File: src/rtl/uart_tx.sv
// 8N1 UART transmitter: one byte per uart_send request, LSB first, with a done/state handshake.
// Optional even parity bit between data and stop when UART_PARITY_EN is defined.
module uart_tx #(
  parameter int CLK_FREQ = 11059200,
  parameter int BAUD     = 115200
) (
  input  logic       clk,
  input  logic       rst,
  input  logic       uart_send,
  input  logic [7:0] send_data,
  output logic       txd,
  output logic       uart_send_done,
  output logic [3:0] uart_send_sta
);

  localparam int DIV = CLK_FREQ / BAUD;
  localparam logic [15:0] DIV_M1 = 16'(DIV - 1);

  if (DIV < 2 || DIV >= 65536) begin : g_bad_div
    $error("uart_tx: CLK_FREQ/BAUD must be in [2, 65535]");
  end

  typedef enum logic [3:0] {
    S_IDLE   = 4'd0,
    S_START  = 4'd1,
    S_DATA   = 4'd2,
    S_STOP   = 4'd3,
    S_PARITY = 4'd4,
    S_DONE   = 4'd9
  } state_t;

  function automatic logic even_parity(input logic [7:0] b);
    return ^b;
  endfunction

  state_t      state, state_d;
  logic [15:0] bcnt, bcnt_d;
  logic [2:0]  bidx, bidx_d;
  logic [7:0]  sh, sh_d;
  logic        txd_d;
  logic        bit_end;
`ifdef UART_PARITY_EN
  logic        par, par_d;
`endif

  assign bit_end       = (bcnt == DIV_M1);
  assign uart_send_sta = state;

  always_comb begin
    state_d = state;
    bcnt_d  = bcnt;
    bidx_d  = bidx;
    sh_d    = sh;
`ifdef UART_PARITY_EN
    par_d   = par;
`endif
    case (state)
      S_IDLE: begin
        bcnt_d = '0;
        if (uart_send) begin
          sh_d    = send_data;
          bidx_d  = '0;
          state_d = S_START;
`ifdef UART_PARITY_EN
          par_d   = even_parity(send_data);
`endif
        end
      end
      S_START: begin
        if (bit_end) begin
          bcnt_d  = '0;
          state_d = S_DATA;
        end else begin
          bcnt_d = bcnt + 16'd1;
        end
      end
      S_DATA: begin
        if (bit_end) begin
          bcnt_d = '0;
          sh_d   = {1'b0, sh[7:1]};
          bidx_d = bidx + 3'd1;
          if (bidx == 3'd7) begin
`ifdef UART_PARITY_EN
            state_d = S_PARITY;
`else
            state_d = S_STOP;
`endif
          end
        end else begin
          bcnt_d = bcnt + 16'd1;
        end
      end
`ifdef UART_PARITY_EN
      S_PARITY: begin
        if (bit_end) begin
          bcnt_d  = '0;
          state_d = S_STOP;
        end else begin
          bcnt_d = bcnt + 16'd1;
        end
      end
`endif
      S_STOP: begin
        if (bit_end) begin
          bcnt_d  = '0;
          state_d = S_DONE;
        end else begin
          bcnt_d = bcnt + 16'd1;
        end
      end
      S_DONE: begin
        bcnt_d = '0;
        if (!uart_send) state_d = S_IDLE;
      end
      // Unused codes (including PARITY when the feature is off) recover to IDLE.
      default: begin
        bcnt_d  = '0;
        state_d = S_IDLE;
      end
    endcase

    // txd is registered from the next state so the line changes on the same edge as the state.
    case (state_d)
      S_START: txd_d = 1'b0;
      S_DATA:  txd_d = sh_d[0];
`ifdef UART_PARITY_EN
      S_PARITY: txd_d = par_d;
`endif
      default: txd_d = 1'b1;
    endcase
  end

  always_ff @(posedge clk or negedge rst) begin
    if (!rst) begin
      state          <= S_IDLE;
      bcnt           <= '0;
      bidx           <= '0;
      sh             <= '0;
      txd            <= 1'b1;
      uart_send_done <= 1'b0;
`ifdef UART_PARITY_EN
      par            <= 1'b0;
`endif
    end else begin
      state          <= state_d;
      bcnt           <= bcnt_d;
      bidx           <= bidx_d;
      sh             <= sh_d;
      txd            <= txd_d;
      uart_send_done <= (state_d == S_DONE);
`ifdef UART_PARITY_EN
      par            <= par_d;
`endif
    end
  end

endmodule

File: config.mk
export PLATFORM = sky130hd
export DESIGN_NAME = uart_tx
export DESIGN_NICKNAME = d
export VERILOG_FILES = /design/src/rtl/uart_tx.sv
export SDC_FILE = /design/constraint.sdc
export NUM_CORES = 1
export LEC_CHECK = 0
export ABC_AREA = 1
export CAP_MARGIN = 10
export CORE_ASPECT_RATIO = 0.5
export CORE_UTILIZATION = 45
export CTS_BUF_LIST = sky130_fd_sc_hd__clkbuf_8 sky130_fd_sc_hd__clkbuf_16
export DETAILED_ROUTE_END_ITERATION = 10
export PLACE_DENSITY = 0.68
export SETUP_SLACK_MARGIN = 0.05
export SYNTH_ARGS = -nofsm -noshare
export SYNTH_HDL_FRONTEND = slang
export SYNTH_SLANG_ARGS = --single-unit
File: constraint.sdc
create_clock -name clk -period 3.9 [get_ports clk]
set_input_delay 0.78 -clock clk [delete_from_list [all_inputs] [get_ports clk]]
set_output_delay 0.78 -clock clk [all_outputs]
set_load 0.1 [all_outputs]
==> results_dict.tcl, run 1 <==
set metrics [dict create \
    synth_area_mm2 0.00173 \
    critPathKind "flop to output pin" \
    path_cells "clkdlybuf4s50_1" \
    io_pins 17 \
    ys_ff_latch 33 \
    reg2reg_to "sh[3]" \
    arrival_ns 1.91 \
    yosysTopAreaCell "dfrtp_1" \
    cts_buffer_depth 2 \
    hpwl_um 2450 \
    critPathMaxFanout 1 \
    min_to "sh[1]" \
    cts_made_buffers 5 \
    clkLatencyLatePin_ns 0.28 \
    critical_path_required_ns 3.12 \
    final_area_mm2 0.00205 \
    cts_root_buffer "clkbuf_8" \
    vdd_drop_max_mv 0.212 \
    slew_viol_final 0 \
    yosysMostFrequentCell "nand2_1" \
    min_from "sh[1]" \
    yosys_warnings 0 \
    antenna_left 0 \
    setup_violations 0 \
    rrSetupSlack_ns 2.26 \
    dieArea_mm2 0.00412 \
    fin_setup_tns_ns 0 \
    grt_pass1_vias 1282 \
    synth_commonest_cells "nand2_1 (50), dfrtp_1 (32), inv_1 (32), nor2_1 (29), nand3_1 (11)" \
    slew_headroom 0.352 \
    p_per_area_mw_per_mm2 350 \
    vias 1374 \
    port_buffers 16 \
    cap_viol_max_count 0 \
    synthCells 216 \
    cts_resized 0 \
    power.total_uw 719 \
    synth_edf_count 0 \
    r2r_cells 8 \
    grt_pass1_wl_um 5590 \
    placed_area_mm2 0.00197 \
    drtPass1Iterations 4 \
    fp.dieW_um 89.8 \
    synth_top_cell_area_share 0.462 \
    synth.avg_cell_area_um2 8.03 \
    timing.fmax_mhz 372 \
    drtIter0Drc 55 \
    postCtsHoldBufs 0 \
    finalWirelength_um 3170 \
    hold_viol 0 \
    ys_types 27 \
    cts_tree "done" \
    clock_sinks 33 \
    clkTransAtPathRegs_ns 0.06 \
    min_period_ns 2.69 \
    final_util 0.575 \
    antenna_found_initial 0 \
    cp_slowest_stage_delay_ns 1.12 \
    ys_seq_area_frac 0.477 \
    grt_util_all_layers 0.182 \
    synth_flop_cell "dfrtp_1" \
    start_util 0.486 \
    antenna_cells 0 \
    wl_met1_um 1680 \
    whs_ns 0.479 \
    rows 15 \
    htree_levels 2 \
    crit_path_start_kind "flop" \
    finalNetCount 254 \
    cellLeakagePower_nw 0.981 \
    synth.area.top_cells "dfrtp_1 (46%), nand2_1 (11%), inv_1 (6.9%)" \
    critPathTopFamily "buffers and inverters" \
    highest_layer "met4" \
    route.met3.wl_um 69 \
    grt_overflow 0 \
    drive_gt1_frac 0.133 \
    timing.critical_path.buf_inv 1 \
    chipHeight_um 45.9 \
    synthesis.nets 230 \
    cpMaxStageDelayCell "clkdlybuf4s50_1" \
    cp-end-kind "output pin" \
    core_mm2 0.00357 \
    rr_startpoint "uart_send_sta[3]" \
    post_cts_buffers 0 \
    whs_path_depth 2 \
    fin_crit_sh 0.689 \
    wl_per_cell_um 10.9 \
    worst_clock_skew_ns 0.00491 \
    holdCritPathClass "flop to flop" \
    async_flop_share 1.00 \
    area_growth_pct 18.3 \
    outcome "finished, final reports clean" \
    grt_setup_unrepaired "false" \
    grt_max_degree 34 \
    wl_met2_um 1420 \
    place_congestion 0.819 \
    worst_slew_pin_slew_ns 0.970 \
    vias_per_cell 4.72 \
    drcViolationCount 0 \
]
## cell families after synthesis
kind of cell               count (synthesis)  share of synthesized area
buffers and inverters                     36                     0.0779
xor gates and xnor gates                   5                     0.0253
DFF                                       33                      0.477
and+or+nand+nor                          117                      0.320
other                                      1                    0.00216
adders and majority gates                  3                     0.0216
AOI/OAI and AO/OA                         21                     0.0765
## flip-flops by register name, indices dropped and copies added, names as in the netlist
| name | flops |
|---|---|
| bcnt | 16 |
| sh | 8 |
| uart_send_sta | 4 |
| bidx | 3 |
| txd | 1 |
| uart_send_done | 1 |
## report_power, final
group	internal [mW]	leakage, nW	switching [mW]	total [mW]
registers	0.363	0.441	0.00949	0.373
logic	0.0315	0.492	0.0612	0.0927
clock network	0.137	0.0485	0.116	0.253
total	0.532	0.981	0.187	0.719
## stage by stage
stage	worst slack, ns	cells
2_1_floorplan	1.93	216
3_3_place_gp	1.51	284
3_5_place_dp	1.51	284
4_1_cts	1.21	291
5_1_grt	1.17	291
6_report	1.21	291
## worst max-delay path by stage
stage	from	end	slack (ns)	depth (start not counted)
final	txd	txd	1.21	1
after global routing	txd	txd	1.17	1
after CTS	txd	txd	1.21	1
after detailed placement	txd	txd	1.51	1
after global placement	txd	txd	1.51	1
after floorplan	uart_send_sta[1]	sh[3]	1.93	7
## layer usage
metal	GRT usage	vias up
li1	-	726
met1	0.241	634
met2	0.289	12
met3	0.0650	2
met4	0.0492	0
met5	0	-
## area by class of cell
| type | count | area, µm² |
|---|---|---|
| Inverter | 36 | 135 |
| Sequential cell | 33 | 827 |
| Tap cell | 51 | 63.8 |
| Multi-Input combinational cell | 147 | 772 |
| Fill cell | 348 | 1510 |
| Timing Repair Buffer | 17 | 168 |
| Clock inverter | 1 | 3.75 |
| Clock buffer | 6 | 82.6 |
## cell usage in the layout (no fill, tap or decap), types with 2 or more instances in the layout
cell	netlist	layout
nor2_1	29	29
xor2_1	4	4
clkbuf_8	0	6
nor3_1	4	4
nor3_2	2	2
o21ai_0	8	8
nor2_4	3	3
inv_1	32	33
inv_2	4	4
clkdlybuf4s50_1	0	16
o221ai_1	3	3
nand3_2	4	4
nand2_1	50	50
nor2_2	3	3
nand2_2	6	6
nand4_1	4	4
ha_1	3	3
a21oi_1	5	5
nand3_1	11	11
dfrtp_1	32	32
## worst reg2reg max path, delay by kind of cell (launching register included)
kind	cells	cell delay [ns]
AOI/OAI and AO/OA	1	0.08
buffers and inverters	1	0.09
DFF	1	0.40
and+or+nand+nor	6	0.94
Power figures use the tool's default switching activity.
==> run 2, diff against run 1 <==
clock period = 2.5 ns   (was 3.9 ns; I/O delays follow)
==> run 2 against run 1 <==
Net effect: combinational power is 54% higher; setup slack lost 0.36 ns; register-to-register slack worse by 1.4 ns; first-iteration DRC count down 20%; via count rose by 1.4%; largest power group unchanged; critical path depth increased by 9; sequential power increased by 56%; design area fell by 0.98%; sequential share of layout area rose by 0.40 points; die area did not move; clock skew rose by 0.0045 ns; routed wire length up 5.1%.
==> results_dict.tcl, run 2 (synthesis gave the netlist of run 1 again) <==
set metrics [dict create \
    outcome "finished, final reports clean" \
    critical_path_required_ns 2.71 \
    rows 15 \
    clkLatencyLatePin_ns 0.28 \
    fin_setup_tns_ns 0 \
    vdd_drop_max_mv 0.298 \
    critPathKind "flop to flop" \
    cts_tree "done" \
    fin_crit_sh 0.658 \
    port_buffers 16 \
    drtIter0Drc 44 \
    cp_slowest_stage_delay_ns 0.39 \
    fp.dieW_um 89.8 \
    power.total_mw 1.10 \
    top_register "bcnt" \
    pre_cts_slack_ns 0.720 \
    critPathMaxFanout 5 \
    antenna_cells 0 \
    vias_per_cell 4.77 \
    crit_path_start_kind "flop" \
    dieArea_mm2 0.00412 \
    drtPass1Iterations 4 \
    cpMaxStageDelayCell "dfrtp_1" \
    cp-end-kind "flop" \
    min_period_ns 1.65 \
    path_cells "ha_1 > nand3_2 > nor2_4 > nand2_2 > nand2_1 > nand2_1 > nor2_1 > nand2_1 > nand2_1 > nand2_1" \
    grt_pass1_wl_um 5770 \
    antenna_left 0 \
    ff_latch_area_um2 827 \
    grt_max_degree 34 \
    layout_commonest_cell "nand2_1" \
    io_pins 17 \
    clkTransAtPathRegs_ns 0.07 \
    multi_input_area_um2 772 \
    cts_root_buffer "clkbuf_8" \
    arrival_ns 1.85 \
    final_area_mm2 0.00203 \
    slew_viol_final 0 \
    grt_util_all_layers 0.189 \
    vias 1393 \
    wl_per_cell_um 11.4 \
    whs_path_depth 2 \
    cts_made_buffers 5 \
    holdCritPathClass "flop to flop" \
    worst_clock_skew_ns 0.00940 \
    hpwl_um 2560 \
    clock_sinks 33 \
    r2r_cells 10 \
    cts_buffer_depth 2 \
    hold_viol 0 \
    cap_viol_max_count 0 \
    cellLeakagePower_nw 0.992 \
    post_cts_buffers 0 \
    htree_levels 2 \
    setup_violations 0 \
    area_growth_pct 17.2 \
    place_congestion 0.852 \
    min_to "sh[2]" \
    grt_overflow 0 \
    fillers 353 \
    chipHeight_um 45.9 \
    rrSetupSlack_ns 0.85 \
    placed_area_mm2 0.00195 \
    rr_startpoint "bcnt[0]" \
    p_per_area_mw_per_mm2 541 \
    layout_common_cells "nand2_1 (50), inv_1 (34), dfrtp_1 (32)" \
    worst_slack_ns 0.854 \
    min_from "sh[2]" \
    finalWirelength_um 3340 \
    start_util 0.486 \
    drive_gt1_frac 0.158 \
    reg2reg_to "txd" \
    antenna_found_initial 0 \
    finalNetCount 254 \
    cts_resized 0 \
    grt_pass1_vias 1369 \
    drcViolationCount 0 \
    timing.fmax_mhz 608 \
    core_mm2 0.00357 \
    postCtsHoldBufs 0 \
    largest_reg_flops 16 \
    grt_setup_unrepaired "false" \
    cpMostUsedCell "nand2_1" \
]
-- run 2: changes by cell type in the layout (fill, tap and decap cells not counted), sizes merged --
cell           previous run  this run
inv                      37        38
clkinv                    0         1
clkbuf                    6         5
buf                       1         7
clkdlybuf4s50            16        10
-- run 2: how the worst max path moves through the flow --
stage | from | to | slack [ns] | cells past startpoint
floorplan | uart_send_sta[1] | sh[3] | 0.53 | 7
global placement | uart_send | txd | 0.80 | 9
detailed placement | uart_send | txd | 0.72 | 9
CTS | bcnt[0] | txd | 0.85 | 10
global route | uart_send_sta[3] | sh[3] | 0.66 | 8
finish | bcnt[0] | txd | 0.85 | 10
-- run 2: metal layers --
metal | up-vias | part of all wire | GRT usage
met5 | - | 0 | 0
met1 | 637 | 0.50 | 0.235
met4 | 0 | 0.018 | 0.0820
met3 | 7 | 0.033 | 0.0550
li1 | 732 | - | -
met2 | 17 | 0.44 | 0.320
-- run 2: report_power, final --
part	leakage [nW]	internal, mW	switching (mW)
sequential	0.441	0.567	0.0148
clock	0.0505	0.187	0.187
combinational	0.501	0.0476	0.0957
total	0.992	0.801	0.297
-- run 2: final cells by class --
cell class,instances,share of cell area
Timing Repair Buffer,17,0.0751
Sequential cell,33,0.407
Clock inverter,3,0.00616
Multi-Input combinational cell,147,0.380
Clock buffer,5,0.0339
Inverter,36,0.0665
Tap cell,51,0.0314
-- run 2: critical path, delay by kind of cell (launching register included) --
family	cells	cell delay, ns
AND/OR/NAND/NOR	9	0.95
flip-flops	1	0.39
adder cells (fa/ha/maj)	1	0.22
-- run 2: stage by stage --
stage	utilization	instances	hold WS [ns]
floorplan	-	216	0.204
global placement	0.547	284	0.465
detailed placement	0.547	284	0.473
CTS	0.570	292	0.487
global route	0.570	292	0.500
finish	0.570	292	0.487
